`src/rtl/frame_pattern_monitor.sv`:
```
// ---------------------------------------------------------------------------
// frame_pattern_monitor
//   Serialises each WIDTH-bit din word MSB-first (one bit per enabled cycle)
//   and compares the last WIDTH bits against PATTERN under a don't-care mask.
//   Frame-aligned mode compares once per frame (last slot); sliding mode
//   compares on every enabled cycle once the history holds WIDTH-1 bits.
//
// Ports
//   clk        : clock, rising edge
//   rst        : asynchronous active-high reset
//   en         : sample enable; all state holds when low
//   clr        : synchronous clear of slot, history, fill, sticky and count
//   mode       : 0 = frame-aligned, 1 = sliding; sampled at enabled slot 0
//   din        : input word, bit din[WIDTH-1-slot] consumed in slot `slot`
//   mask       : 1 = don't-care at that pattern position
//   err        : one-cycle pulse, registered, one cycle after a match
//   err_sticky : set by any match, cleared by rst/clr
//   err_cnt    : saturating match count
//   slot       : current bit slot 0..WIDTH-1
// ---------------------------------------------------------------------------
module frame_pattern_monitor #(
    parameter int unsigned       WIDTH   = 3,
    parameter logic [WIDTH-1:0]  PATTERN = {WIDTH{1'b1}},
    parameter int unsigned       CNT_W   = 8
) (
    input  logic                      clk,
    input  logic                      rst,
    input  logic                      en,
    input  logic                      clr,
    input  logic                      mode,
    input  logic [WIDTH-1:0]          din,
    input  logic [WIDTH-1:0]          mask,
    output logic                      err,
    output logic                      err_sticky,
    output logic [CNT_W-1:0]          err_cnt,
    output logic [$clog2(WIDTH)-1:0]  slot
);

    localparam int unsigned         SLOT_W    = $clog2(WIDTH);
    localparam int unsigned         FILL_W    = $clog2(WIDTH + 1);
    localparam logic [SLOT_W-1:0]   LAST_SLOT = SLOT_W'(WIDTH - 1);
    localparam logic [FILL_W-1:0]   FILL_DONE = FILL_W'(WIDTH - 1);

    typedef enum logic [1:0] {
        S_ALIGN = 2'b00,
        S_FILL  = 2'b01,
        S_SLIDE = 2'b10
    } state_t;

    state_t              r_state;
    state_t              w_state_eff;
    state_t              w_state_nxt;
    logic                r_mode_q;
    logic [SLOT_W-1:0]   r_slot;
    // Only the low WIDTH-1 history bits ever reach the candidate word, so the
    // top bit of the architectural history is not stored.
    logic [WIDTH-2:0]    r_hist;
    logic [FILL_W-1:0]   r_fill;
    logic [FILL_W-1:0]   w_fill_nxt;
    logic                r_err;
    logic                r_sticky;
    logic [CNT_W-1:0]    r_cnt;

    logic                w_slot0;
    logic                w_sbit;
    logic                w_mode_eff;
    logic [WIDTH-1:0]    w_cand;
    logic                w_cmp;
    logic                w_match;

    assign w_slot0    = (r_slot == '0);
    assign w_sbit     = din[LAST_SLOT - r_slot];
    assign w_cand     = {r_hist, w_sbit};
    // mode is only honoured at an enabled slot 0; elsewhere the latched copy rules
    assign w_mode_eff = (en && w_slot0) ? mode : r_mode_q;

    // Transitions taken at slot 0 already govern that cycle's compare and
    // fill counting, so the slot-0 bit is the first bit counted in S_FILL.
    always_comb begin
        w_state_eff = S_ALIGN;
        case (r_state)
            S_ALIGN: w_state_eff = (en && w_slot0 && mode) ? S_FILL : S_ALIGN;
            S_FILL:  w_state_eff = w_mode_eff ? S_FILL  : S_ALIGN;
            S_SLIDE: w_state_eff = w_mode_eff ? S_SLIDE : S_ALIGN;
            default: w_state_eff = S_ALIGN;
        endcase
    end

    always_comb begin
        w_state_nxt = w_state_eff;
        w_fill_nxt  = r_fill;
        if (en && (w_state_eff == S_FILL)) begin
            w_fill_nxt = ((r_state == S_FILL) ? r_fill : '0) + FILL_W'(1);
            if (w_fill_nxt >= FILL_DONE) begin
                w_state_nxt = S_SLIDE;
            end
        end
    end

    assign w_cmp   = en && (((w_state_eff == S_ALIGN) && (r_slot == LAST_SLOT)) ||
                            (w_state_eff == S_SLIDE));
    assign w_match = w_cmp && (((w_cand ^ PATTERN) & ~mask) == '0);

    always_ff @(posedge clk or posedge rst) begin
        if (rst) begin
            r_state <= S_ALIGN;
        end else if (clr) begin
            r_state <= S_ALIGN;
        end else begin
            r_state <= w_state_nxt;
        end
    end

    always_ff @(posedge clk or posedge rst) begin
        if (rst) begin
            r_mode_q <= 1'b0;
            r_slot   <= '0;
            r_hist   <= '0;
            r_fill   <= '0;
            r_err    <= 1'b0;
            r_sticky <= 1'b0;
            r_cnt    <= '0;
        end else if (clr) begin
            r_mode_q <= 1'b0;
            r_slot   <= '0;
            r_hist   <= '0;
            r_fill   <= '0;
            r_err    <= 1'b0;
            r_sticky <= 1'b0;
            r_cnt    <= '0;
        end else begin
            r_err  <= w_match;
            r_fill <= w_fill_nxt;
            if (w_match) begin
                r_sticky <= 1'b1;
                if (r_cnt != '1) begin
                    r_cnt <= r_cnt + CNT_W'(1);
                end
            end
            if (en) begin
                r_slot <= (r_slot == LAST_SLOT) ? '0 : r_slot + SLOT_W'(1);
                r_hist <= w_cand[WIDTH-2:0];
                if (w_slot0) begin
                    r_mode_q <= mode;
                end
            end
        end
    end

    assign err        = r_err;
    assign err_sticky = r_sticky;
    assign err_cnt    = r_cnt;
    assign slot       = r_slot;

endmodule

```
`config.mk`:
```
export PLATFORM = sky130hd
export DESIGN_NAME = frame_pattern_monitor
export DESIGN_NICKNAME = d
export VERILOG_FILES = /design/src/rtl/frame_pattern_monitor.sv
export SDC_FILE = /design/constraint.sdc
export NUM_CORES = 1
export LEC_CHECK = 0
export BUFFER_PORTS_ARGS = -buffer_cell sky130_fd_sc_hd__buf_2
export CAP_MARGIN = 20
export CORE_UTILIZATION = 52
export CTS_CLUSTER_DIAMETER = 80
export DETAILED_ROUTE_END_ITERATION = 16
export PLACE_DENSITY = 0.83
export REMOVE_ABC_BUFFERS = 1
export SLEW_MARGIN = 0
export SYNTH_ARGS = -nofsm -noshare
export SYNTH_HDL_FRONTEND = slang
export SYNTH_SLANG_ARGS = --single-unit
```
`constraint.sdc`:
```
create_clock -name clk -period 3 [get_ports clk]
set_clock_uncertainty 0.2 [all_clocks]
set_input_delay 0.15 -clock clk [delete_from_list [all_inputs] [get_ports clk]]
set_output_delay 0.15 -clock clk [all_outputs]
set_load 0.03 [all_outputs]
```
# After elaboration in Yosys (flattened, before gate mapping)
# Index checks and enable logic that the tools add are counted.
word_totals:
  reg_bits: 19
  in_bits: 11
  out_inout_bits: 12
  elab_cells: 68
classes:
  n_addsub: 4
  n_lt_le_gt_ge: 2
  n_eq_ne: 6
  n_mux: 27
  bitwise: 3
  n_reduce_logical: 18
op_table:
  columns: ["op", "count"]
  rows:
  - ["2-to-1 mux 2 bit", 12]
  - ["2-to-1 mux 8 bit", 3]
  - ["2-to-1 mux 1 bit", 10]
  - ["nonzero test 2 bit", 5]
  - ["adder 8 x 1 -> 8 bit, second input constant", 1]
  - ["inequality test 8 bit, second input constant", 1]
  - ["equality test 2 bit, second input constant", 3]
  - ["logical AND 1 bit", 6]
  - ["logical NOT 2 bit", 3]
  - ["inverter 3 bit", 2]
  - ["one-hot mux 2 bit (3 select lines)", 1]
  - ["adder 2 x 1 -> 2 bit, second input constant", 2]
  - ["equality test 2 x 1 -> 1 bit, second input constant", 2]
  - ["AND reduction 2 bit", 2]
  - ["AND 3 bit", 1]
  - ["logical NOT 3 bit", 1]
  - ["< comparator 2 x 3 -> 1 bit, second input constant", 1]
  - ["binary-select mux 1 bit (select 2 bit)", 1]
  - [">= comparator 2 bit, second input constant", 1]
  - ["subtractor 2 bit, first input constant", 1]
  - ["logical OR 1 bit", 1]

# Logic depth before layout (Yosys ltp)
# Gate-level depths: netlist (run 1).
logic_depth:
  word_depth: 12
  depth_mapped: 8
  mapped_depth_nobuf: 7

# Worst setup path before layout (run 1)
# Ideal clock, no wire load.
synth_path:
  path_type: "register to register"
  from: "register r_slot[0] (netlist: slot[0])"
  to: "register r_cnt[5] (netlist: err_cnt[5])"
  setup_time_ns: 0.078
  arrival_time_ns: 2.475
  required_time_ns: 2.722
  setup_slack_ns: 0.247
  stages_incl_launch_ff: 9
  path_buffers: 1
  synth_period_minus_slack_ns: 2.753
  cell_sequence: "dfrtp_1 -> inv_1 -> ha_1 -> nor3b_1 -> a211oi_2 -> or3_1 -> clkbuf_2 -> or4_1 -> a21oi_1"
synth_via:
  elab_chain_cells: 12
  word_cells_on_any_way: 23
  cone_classes: "add/sub: 1; eq/ne: 2; mux: 7; bitwise: 2; reduce/logical: 11"
synth_rtl:
  columns: ["item", "line", "source"]
  rows:
  - ["from (decl)", "54", "logic [SLOT_W-1:0] r_slot;"]
  - ["from (signal assigned)", "141", "r_slot <= (r_slot == LAST_SLOT) ? '0 : r_slot + SLOT_W'(1);"]
  - ["branches (longest 9 deep; another with subtractor 2 bit)", null, null]
  - ["logical AND 1 bit (*)", "102", "assign w_match = w_cmp && (((w_cand ^ PATTERN) & ~mask) == '0);"]
  - ["nonzero test 2 bit (no source line) (*)", null, null]
  - ["AND reduction 2 bit (no source line) (*)", null, null]
  - ["to (signal assigned)", "137", "r_cnt <= r_cnt + CNT_W'(1);"]
  - ["to (decl)", "62", "logic [CNT_W-1:0] r_cnt;"]
# Mark *: on every way between the ends. The select of a mux whose other input is x is not followed.
# A chain may end at the register's enable or synchronous reset.

# Worst setup path in the final report (run 1)
layout_path:
  from: "register r_slot[0] (netlist: slot[0])"
  to: "register r_cnt[3] (netlist: err_cnt[3])"
# Same word-level chain as after synthesis.

==> qor.csv, run 1 <==
metric;value;unit
Setup Buffers After CTS;0;
mux contribution to synthesized area;5.01;%
Initial Util;54.8;%
Hold Startpoint;en;
final hold vios;0;
PD cells;378;nW/um^2
Rel. slew slack;51.7;%
WL/cell;13.9;um
root buffer cell;clkbuf_4;
Startpoint Class;flop;
Final Setup Violations;0;
initial antenna violation count;0;
Compound-Gate Fraction of Synth Area;14.1;%
total CTS buffers;3;
crit path from;slot[0];
Post-Syn Instances;115;
Comb pwr share;13.6;%
DR pass1 iterations;4;
CP Capture Type;flop;
detailed-route via count;957;
H-tree Lvls;1;
Simple-Gate Fraction of Synth Area;27.8;%
RSZ-0062 raised after global routing;false;
Routed Antenna Nets;0;
Crit path arrival time;2.78;ns
Core ar.;1960;um^2
# fillers;189;
Final period util;91.6;%
worst min path class;in2reg;
Static Leak;0.615;nW
Seq cells post-synth;19;
die height;47.5;um
DR iter-0 viols;25;
Post-Place Setup Slack;0.345;ns
P_int;0.336;mW
vias in the first global route;818;
yosys warns;0;
Worst Setup Path Type;reg2reg;
switching pwr;0.132;mW
layout cells sized above 1;23.2;%
Reg-to-Reg Start;slot[0];
worst-margin pin slew;0.724;ns
CTS sink cnt;19;
TritonCTS clock tree;yes;
Worst R2R End;err_cnt[3];
port bufs;22;
Max IR drop VDD;0.000344;V
dpl hpwl;1.60;mm
Rows;16;
Nets;154;
Sw Ratio;28.3;%
fmax;0.364;GHz
total grt overflow;0;
Critical Path RT;3.03;ns
final wirelength;2.29;mm
Chip Width;47.5;um
Clk Latency, worst-skew pair;0.31;ns
clk slew on worst S/H paths;0.11;ns
Global Route Usage Sum;22.9;%
Pins Over Slew Limit;0;
status;completed;
Hold Crit Endpoint;r_hist[0];
Setup TNS;0;ns
cells taking the most area after synthesis;dfrtp_1 44%, a21oi_1 5.1%, ha_1 4.7%;
# IOs;23;
first-pass GRT wire length;3.53;mm
Mean Syn Cell Area;9.35;um^2
commonest non-fill, non-tap cell in the layout;buf_2;
Cell Area, Synth;1070;um^2
Reg2Reg Depth;7;
largest net degree at the start of global routing;22;
Max clock buf depth;2;
area grow syn2layout;15.3;%
Synth Area in XOR/XNOR;0.815;%
hold path cells;2;
most frequent cells in the layout;22 x buf_2, 19 x dfrtp_1, 11 x a21oi_1, 11 x nor2_1;
sequential-to-total area share from yosys stat;44.2;%
clock share of power;29.1;%
post-DR vias/cell;5.80;
Die ar.;2250;um^2
GPL Wtd Cong;0.808;
sequential group share of total power;57.3;%
area leader, netlist;dfrtp_1;
library cells used by synthesis;39;
largest family of logic cells by synthesized area;simple AND/OR/NAND/NOR gates;
n_diodes;0;
Residual DRC;0;
Final Critical Period;2.75;ns
CP Max Fanout;7;
R2R Setup Slk;0.25;ns
post-synth top area share;44.2;%
adder and majority gate portion of the synthesized area;4.66;%
Max-Cap Viols;0;
final worst slack;0.253;ns
[power groups by stage]
stage | logic, mW | registers [mW] | clock network, mW
after floorplan | 0.0367 | 0.276 | 0
after global placement | 0.0607 | 0.272 | 0
after detailed placement | 0.0626 | 0.273 | 0
after CTS | 0.0642 | 0.268 | 0.137
after global routing | 0.0715 | 0.269 | 0.149
final | 0.0635 | 0.268 | 0.136
[cells by family (layout without fill, tap and decap cells)]
family / Yosys count / after routing
DFF: 19 / 19
xor gates and xnor gates: 1 / 1
adders and majority gates: 4 / 4
buffers and inverters: 9 / 32
muxes: 5 / 5
and+or+nand+nor: 53 / 53
AOI/OAI and AO/OA: 24 / 24
[what timing repair did]
item                                   CTS  global route
endpoints found under the hold margin   19             0
hold buffers                             1             0
resized for setup                        0             0
[through the flow]
step / std cells / instance area [um^2] / utilization (%) / total power, mW / hold slack (ns)
floorplan: 111 / 1060 / - / 0.312 / -0.0989
global placement: 160 / 1200 / 61.2 / 0.333 / 0.102
detailed placement: 160 / 1200 / 61.2 / 0.336 / 0.103
CTS: 165 / 1240 / 63.1 / 0.469 / 0.0136
global route: 165 / 1240 / 63.1 / 0.490 / 0.0339
finish: 165 / 1240 / 63.1 / 0.468 / 0.00970
[per-layer routing]
layer / share of wire [%] / wire length [um] / vias to the layer above / GRT usage, %
met5: 0 / 0 / - / 0
met4: 1.6 / 36 / 0 / 9.71
met3: 4.2 / 96 / 5 / 3.77
met2: 50 / 1150 / 29 / 38.6
met1: 44 / 1010 / 457 / 28.9
li1: - / - / 466 / -
[synth_stat cells, drive strengths merged]
library cell	n
ha	4
dfrtp	19
a311oi	1
nor3	4
a31oi	2
o311ai	1
a21oi	11
nor3b	1
inv	5
mux2	3
o221ai	1
nor2b	4
nand3b	1
o31ai	2
nand2b	2
and4b	1
xor2	1
clkbuf	3
nor4	1
a21boi	1
and3	6
or4	2
or2b	1
nand3	5
o21ai	3
nand4b	1
nand2	6
a211oi	2
buf	1
and4	2
mux2i	2
and2	3
nor2	11
or3	2
[registers in the layout, indices dropped and copies added (netlist names)]
register and count:
slot 2, r_state 2, r_fill 2, err_sticky 1
r_mode_q 1, err_cnt 8, r_hist 2, err 1
[worst max-delay path, cell delays in order, from the launching register on]
cell	delay, ns
dfrtp_1	0.45
inv_1	0.09
ha_1	0.34
nor3b_1	0.32
a211oi_2	0.11
or3_1	0.48
or4_1	0.50
a21oi_1	0.19
[layout make-up]
cell class                 instances  area, um^2  area share, %
multi-input combinational         87         563           45.5
clock inverter                     1        5.00          0.404
sequential                        19         475           38.4
inverter                           5        18.8           1.52
clock buffer                       3        22.5           1.82
tap                               27        33.8           2.73
timing repair buffer              23         120           9.70
[how the worst max path moves through the flow]
stage | endpoint | slack, ns | cells past startpoint
3_5_place_dp | err_cnt[5] | 0.34 | 7
6_report | err_cnt[3] | 0.25 | 7
4_1_cts | err_cnt[3] | 0.25 | 7
3_3_place_gp | err_cnt[3] | 0.43 | 7
2_1_floorplan | err_cnt[3] | 0.29 | 7
5_1_grt | err_cnt[3] | 0.09 | 7
(Power assumes the default switching activity.)
==> run 2, diff against run 1 <==
--- a/config.mk
+++ b/config.mk
@@ -5,12 +5,12 @@
 export SDC_FILE = /design/constraint.sdc
 export NUM_CORES = 1
 export LEC_CHECK = 0
-export BUFFER_PORTS_ARGS = -buffer_cell sky130_fd_sc_hd__buf_2
 export CAP_MARGIN = 20
-export CORE_UTILIZATION = 52
+export CORE_UTILIZATION = 60
 export CTS_CLUSTER_DIAMETER = 80
 export DETAILED_ROUTE_END_ITERATION = 16
-export PLACE_DENSITY = 0.83
+export DONT_BUFFER_PORTS = 1
+export PLACE_DENSITY = 0.82
 export REMOVE_ABC_BUFFERS = 1
 export SLEW_MARGIN = 0
 export SYNTH_ARGS = -nofsm -noshare
==> qor.csv, run 2 (synthesis gave the netlist of run 1 again) <==
metric;value;unit;change
status;finished with violations;;was completed
failing checks;negative hold slack;;
Clk Latency, worst-skew pair;0.31;ns;about the same
worst-margin pin slew;0.757;ns;was 0.724 ns
total CTS buffers;3;;unchanged
Rel. slew slack;49.4;%;was 51.7%
Critical Path RT;3.02;ns;was 3.03 ns
Reg-to-Reg Start;slot[0];;unchanged
detailed-route via count;922;;was 957
Sw Ratio;27.8;%;was 28.3%
largest net degree at the start of global routing;22;;unchanged
switching pwr;0.130;mW;was 0.132 mW
Final Critical Period;2.63;ns;was 2.75 ns
Final Setup Violations;0;;unchanged
Setup TNS;0;ns;unchanged
sequential group share of total power;56.9;%;was 57.3%
Nets;141;;was 154
CP peak stage delay;1.03;ns;was 0.50 ns
Chip Width;44.3;um;was 47.5 um
Setup Buffers After CTS;0;;unchanged
RSZ-0062 raised after global routing;false;;unchanged
Crit path arrival time;2.65;ns;was 2.78 ns
Static Leak;0.551;nW;was 0.615 nW
CP Capture Type;flop;;unchanged
max reg flops;8;;unchanged
Startpoint Class;input pin;;was flop
WL/cell;16.2;um;was 13.9 um
crit path from;clr;;was slot[0]
TritonCTS clock tree;yes;;unchanged
Max-Cap Viols;0;;unchanged
DR pass1 iterations;4;;unchanged
port bufs;0;;was 22
Layout Cells excl Fill;149;;was 165
Comb pwr share;14.2;%;was 13.6%
clock share of power;29.0;%;was 29.1%
Max clock buf depth;2;;unchanged
P_int;0.339;mW;was 0.336 mW
Global Route Usage Sum;27.6;%;was 22.9%
final hold vios;1;;was 0
PD cells;390;nW/um^2;was 378 nW/um^2
Initial Util;67.4;%;was 54.8%
post-DR vias/cell;6.19;;was 5.80
CP cell instances;dlygate4sd3_1 -> nor2b_1 -> and4_4 -> or3_1 -> or4_1 -> a21oi_1;;was inv_1 -> ha_1 -> nor3b_1 -> a211oi_2 -> or3_1 -> or4_1 -> a21oi_1
Max IR drop VDD;0.000299;V;was 0.000344 V
n_diodes;0;;unchanged
total grt overflow;0;;unchanged
initial antenna violation count;0;;unchanged
worst min path class;in2reg;;unchanged
Hold Startpoint;en;;unchanged
Crit path max-delay family;simple AND/OR/NAND/NOR gates;;unchanged
fmax;0.380;GHz;was 0.364 GHz
GPL Wtd Cong;0.826;;was 0.808
area grow syn2layout;12.0;%;was 15.3%
Core ar.;1590;um^2;was 1960 um^2
Worst Setup Path Type;in2reg;;was reg2reg
DR iter-0 viols;17;;was 25
Die ar.;1960;um^2;was 2250 um^2
# IOs;23;;unchanged
layout cells sized above 1;10.4;%;was 23.2%
Buffers & Inverters on Critical Path;1;;unchanged
Rows;14;;was 16
dpl hpwl;1.56;mm;was 1.60 mm
Slowest cell on crit path;dlygate4sd3_1;;was or4_1
placed cell count;139;;was 160
# fillers;117;;was 189
CP Max Fanout;21;;was 7
first-pass GRT wire length;3.84;mm;was 3.53 mm
Min Hold Slack;-0.00787;ns;was 0.00970 ns
Final period util;87.6;%;was 91.6%
commonest non-fill, non-tap cell in the layout;dfrtp_1;;was buf_2
Pins Over Slew Limit;0;;unchanged
CTS sink cnt;19;;unchanged
Routed Antenna Nets;0;;unchanged
vias in the first global route;857;;was 818
die height;44.3;um;was 47.5 um
Residual DRC;0;;unchanged
most frequent cells in the layout;19 x dfrtp_1, 11 x a21oi_1, 11 x nor2_1;;was 22 x buf_2, 19 x dfrtp_1, 11 x a21oi_1, 11 x nor2_1
H-tree Lvls;1;;unchanged
clk slew on worst S/H paths;0.12;ns;was 0.11 ns
final wirelength;2.41;mm;was 2.29 mm
root buffer cell;clkbuf_4;;unchanged
-- run 2: power by group through the flow --
stage          Combinational, mW  Sequential [mW]  Clock, mW
6_report                  0.0667            0.267      0.136
5_1_grt                   0.0737            0.268      0.140
4_1_cts                   0.0652            0.267      0.136
3_5_place_dp              0.0522            0.272          0
3_3_place_gp              0.0507            0.272          0
2_1_floorplan             0.0367            0.276          0
-- run 2: final timing paths --
check	end	slack (ns)	cells after the start
setup / recovery	err_cnt[5]	0.37	6
hold / removal	r_mode_q	-0.008	3
setup reg to reg	err_cnt[5]	0.41	7
hold reg to reg	r_hist[1]	0.35	2
max in group asynchronous	err_cnt[1]	1.96	2
min in group asynchronous	r_fill[0]	0.18	2
-- run 2: metal layers --
layer	routed length, um	track usage, %	vias up
li1	-	-	437
met1	1050	35.9	439
met2	1160	43.8	37
met3	125	5.31	9
met4	66	13.9	0
met5	0	0	-
-- run 2: cell type report --
| type | count | area, um^2 | area share (%) |
|---|---|---|---|
| timing repair buffer | 10 | 90.1 | 7.48 |
| multi-input combinational | 87 | 563 | 46.8 |
| clock buffer | 4 | 26.3 | 2.18 |
| inverter | 5 | 18.8 | 1.56 |
| tap | 24 | 30.0 | 2.49 |
| sequential | 19 | 475 | 39.5 |
-- run 2: timing repair --
| action | CTS | global route |
|---|---|---|
| gates resized for setup | 0 | 0 |
| endpoints found under the setup margin | 0 | 0 |
| hold endpoints to repair | 38 | 0 |
| hold buffers | 6 | 0 |
-- run 2: worst register-to-register path, cell delays in order, from the launching register on --
cell      delay, ns
dfrtp_1        0.36
inv_1          0.06
ha_1           0.33
nor3b_1        0.32
a211oi_2       0.12
or3_1          0.47
or4_1          0.49
a21oi_1        0.16
-- run 2: stage by stage --
stage	power [mW]	setup slack [ns]	utilization [%]	instance area, um^2
global placement	0.322	0.526	70.1	1120
detailed placement	0.324	0.463	70.1	1120
finish	0.470	0.372	75.5	1200
global route	0.481	0.236	75.5	1200
CTS	0.468	0.398	75.5	1200
floorplan	0.312	0.289	-	1060
==> run 3, diff against run 2 <==
--- a/config.mk
+++ b/config.mk
@@ -6,12 +6,12 @@
 export NUM_CORES = 1
 export LEC_CHECK = 0
 export CAP_MARGIN = 20
+export CORE_MARGIN = 10
 export CORE_UTILIZATION = 60
 export CTS_CLUSTER_DIAMETER = 80
 export DETAILED_ROUTE_END_ITERATION = 16
 export DONT_BUFFER_PORTS = 1
 export PLACE_DENSITY = 0.82
-export REMOVE_ABC_BUFFERS = 1
 export SLEW_MARGIN = 0
 export SYNTH_ARGS = -nofsm -noshare
 export SYNTH_HDL_FRONTEND = slang
==> qor.csv, run 3 (synthesis gave the netlist of run 1 again) <==
metric;value;unit;change
CP Max Fanout;21;;unchanged
most frequent cells in the layout;19 x dfrtp_1, 11 x a21oi_1, 11 x nor2_1, 6 x and3_1, 6 x nand2_1;;was 19 x dfrtp_1, 11 x a21oi_1, 11 x nor2_1
crit path from;clr;;unchanged
RSZ-0062 raised after global routing;false;;unchanged
fmax;0.378;GHz;was 0.380 GHz
worst setup path endpoint;err_cnt[3];;was err_cnt[5]
status;completed;;was finished with violations
hold path cells;3;;unchanged
Final period util;88.2;%;was 87.6%
WL/cell;16.0;um;was 16.2 um
Global Route Usage Sum;12.7;%;was 27.6%
worst min path class;in2reg;;unchanged
Static Leak;0.547;nW;was 0.551 nW
Reg-to-Reg Start;slot[0];;unchanged
Critical Path RT;3.03;ns;was 3.02 ns
CTS sink cnt;19;;unchanged
Post-CTS Resized;0;;unchanged
Core Util, Final;70.0;%;was 75.5%
port bufs;0;;unchanged
total CTS buffers;3;;unchanged
DR pass1 iterations;4;;unchanged
die height;62.3;um;was 44.3 um
Residual DRC;0;;unchanged
Reg2Reg Depth;7;;unchanged
H-tree Lvls;1;;unchanged
Final Critical Period;2.65;ns;was 2.63 ns
sequential group share of total power;57.9;%;was 56.9%
commonest non-fill, non-tap cell in the layout;dfrtp_1;;unchanged
Worst Setup Path Type;in2reg;;unchanged
dpl hpwl;1.76;mm;was 1.56 mm
Pins Over Slew Limit;0;;unchanged
Final Setup Violations;0;;unchanged
switching pwr;0.123;mW;was 0.130 mW
n_diodes;0;;unchanged
Rows;15;;was 14
Routed Antenna Nets;0;;unchanged
# IOs;23;;unchanged
# fillers;133;;was 117
max reg flops;8;;unchanged
area grow syn2layout;11.2;%;was 12.0%
Chip Width;62.3;um;was 44.3 um
detailed-route via count;890;;was 922
worst-margin pin slew;0.752;ns;was 0.757 ns
Max clock buf depth;2;;unchanged
initial antenna violation count;0;;unchanged
largest net degree at the start of global routing;22;;unchanged
Hold Startpoint;en;;unchanged
Crit path arrival time;2.68;ns;was 2.65 ns
DR iter-0 viols;13;;was 17
Initial Util;62.9;%;was 67.4%
Rel. slew slack;49.7;%;was 49.4%
Setup TNS;0;ns;unchanged
final hold vios;0;;was 1
final worst slack;0.354;ns;was 0.372 ns
design area;1190;um^2;was 1200 um^2
root buffer cell;clkbuf_4;;unchanged
DP Area;1120;um^2;about the same
vias in the first global route;888;;was 857
post-DR vias/cell;5.97;;was 6.19
Core ar.;1710;um^2;was 1590 um^2
Nets;140;;was 141
R2R Setup Slk;0.39;ns;was 0.41 ns
final wirelength;2.39;mm;was 2.41 mm
total grt overflow;0;;unchanged
Die ar.;3880;um^2;was 1960 um^2
clk slew on worst S/H paths;0.10;ns;was 0.12 ns
Post-Synthesis Net Count;130;;
Comb pwr share;13.7;%;was 14.2%
P_int;0.338;mW;was 0.339 mW
CP Capture Type;flop;;unchanged
Setup Buffers After CTS;0;;unchanged
first-pass GRT wire length;4.05;mm;was 3.84 mm
PD cells;386;nW/um^2;was 390 nW/um^2
Worst R2R End;err_cnt[3];;was err_cnt[5]
Max IR drop VDD;0.000292;V;was 0.000299 V
Post-Place Setup Slack;0.434;ns;was 0.463 ns
layout cells sized above 1;10.5;%;was 10.4%
Clk Latency, worst-skew pair;0.30;ns;was 0.31 ns
Sw Ratio;26.7;%;was 27.8%
Startpoint Class;input pin;;unchanged
GPL Wtd Cong;0.839;;was 0.826
Max-Cap Viols;0;;unchanged
clock share of power;28.4;%;was 29.0%
TritonCTS clock tree;yes;;unchanged
run 3: worst max-delay path, cell delays in order:
cell	delay, ns
dlygate4sd3_1	1.02
nor2b_1	0.15
and4_4	0.23
or3_1	0.45
or4_1	0.51
a21oi_1	0.16
run 3: metal layers:
metal	vias up	part of all wire, %	track usage [%]
li1	442	-	-
met1	418	42	14.1
met2	23	48	19.7
met3	7	7.4	5.56
met4	0	2.4	7.26
met5	-	0	0
run 3: how the worst min path moves through the flow:
stage / to / slack [ns]
after detailed placement: r_state[0] / 0.001
after CTS: r_mode_q / 0.0008
final: r_mode_q / 0.002
after global placement: r_state[0] / -0.02
after floorplan: err / -0.1
after global routing: r_mode_q / 0.03
run 3: what timing repair did:
action,4_1_cts,5_1_grt
endpoints found under the hold margin,38,0
setup endpoints to repair,0,0
hold buffers,5,0
run 3: through the flow:
stage / hold WS (ns) / cells / total power, mW
CTS: 0.000816 / 149 / 0.465
floorplan: -0.0989 / 115 / 0.318
global placement: -0.0158 / 140 / 0.322
finish: 0.00228 / 149 / 0.461
detailed placement: 0.00119 / 140 / 0.325
global route: 0.0321 / 149 / 0.488
run 3: power groups by stage:
| stage | Combinational (mW) | Sequential [mW] | Clock [mW] |
|---|---|---|---|
| floorplan | 0.0422 | 0.276 | 0 |
| CTS | 0.0634 | 0.267 | 0.135 |
| global placement | 0.0508 | 0.271 | 0 |
| global route | 0.0712 | 0.268 | 0.149 |
| detailed placement | 0.0525 | 0.272 | 0 |
| finish | 0.0633 | 0.267 | 0.131 |
run 3: cell type report:
cell class	instances	area [um^2]	share of cell area, %
multi-input combinational	87	563	47.1
sequential	19	475	39.8
timing repair buffer	9	80.1	6.70
tap	25	31.3	2.62
clock buffer	4	26.3	2.20
inverter	5	18.8	1.57
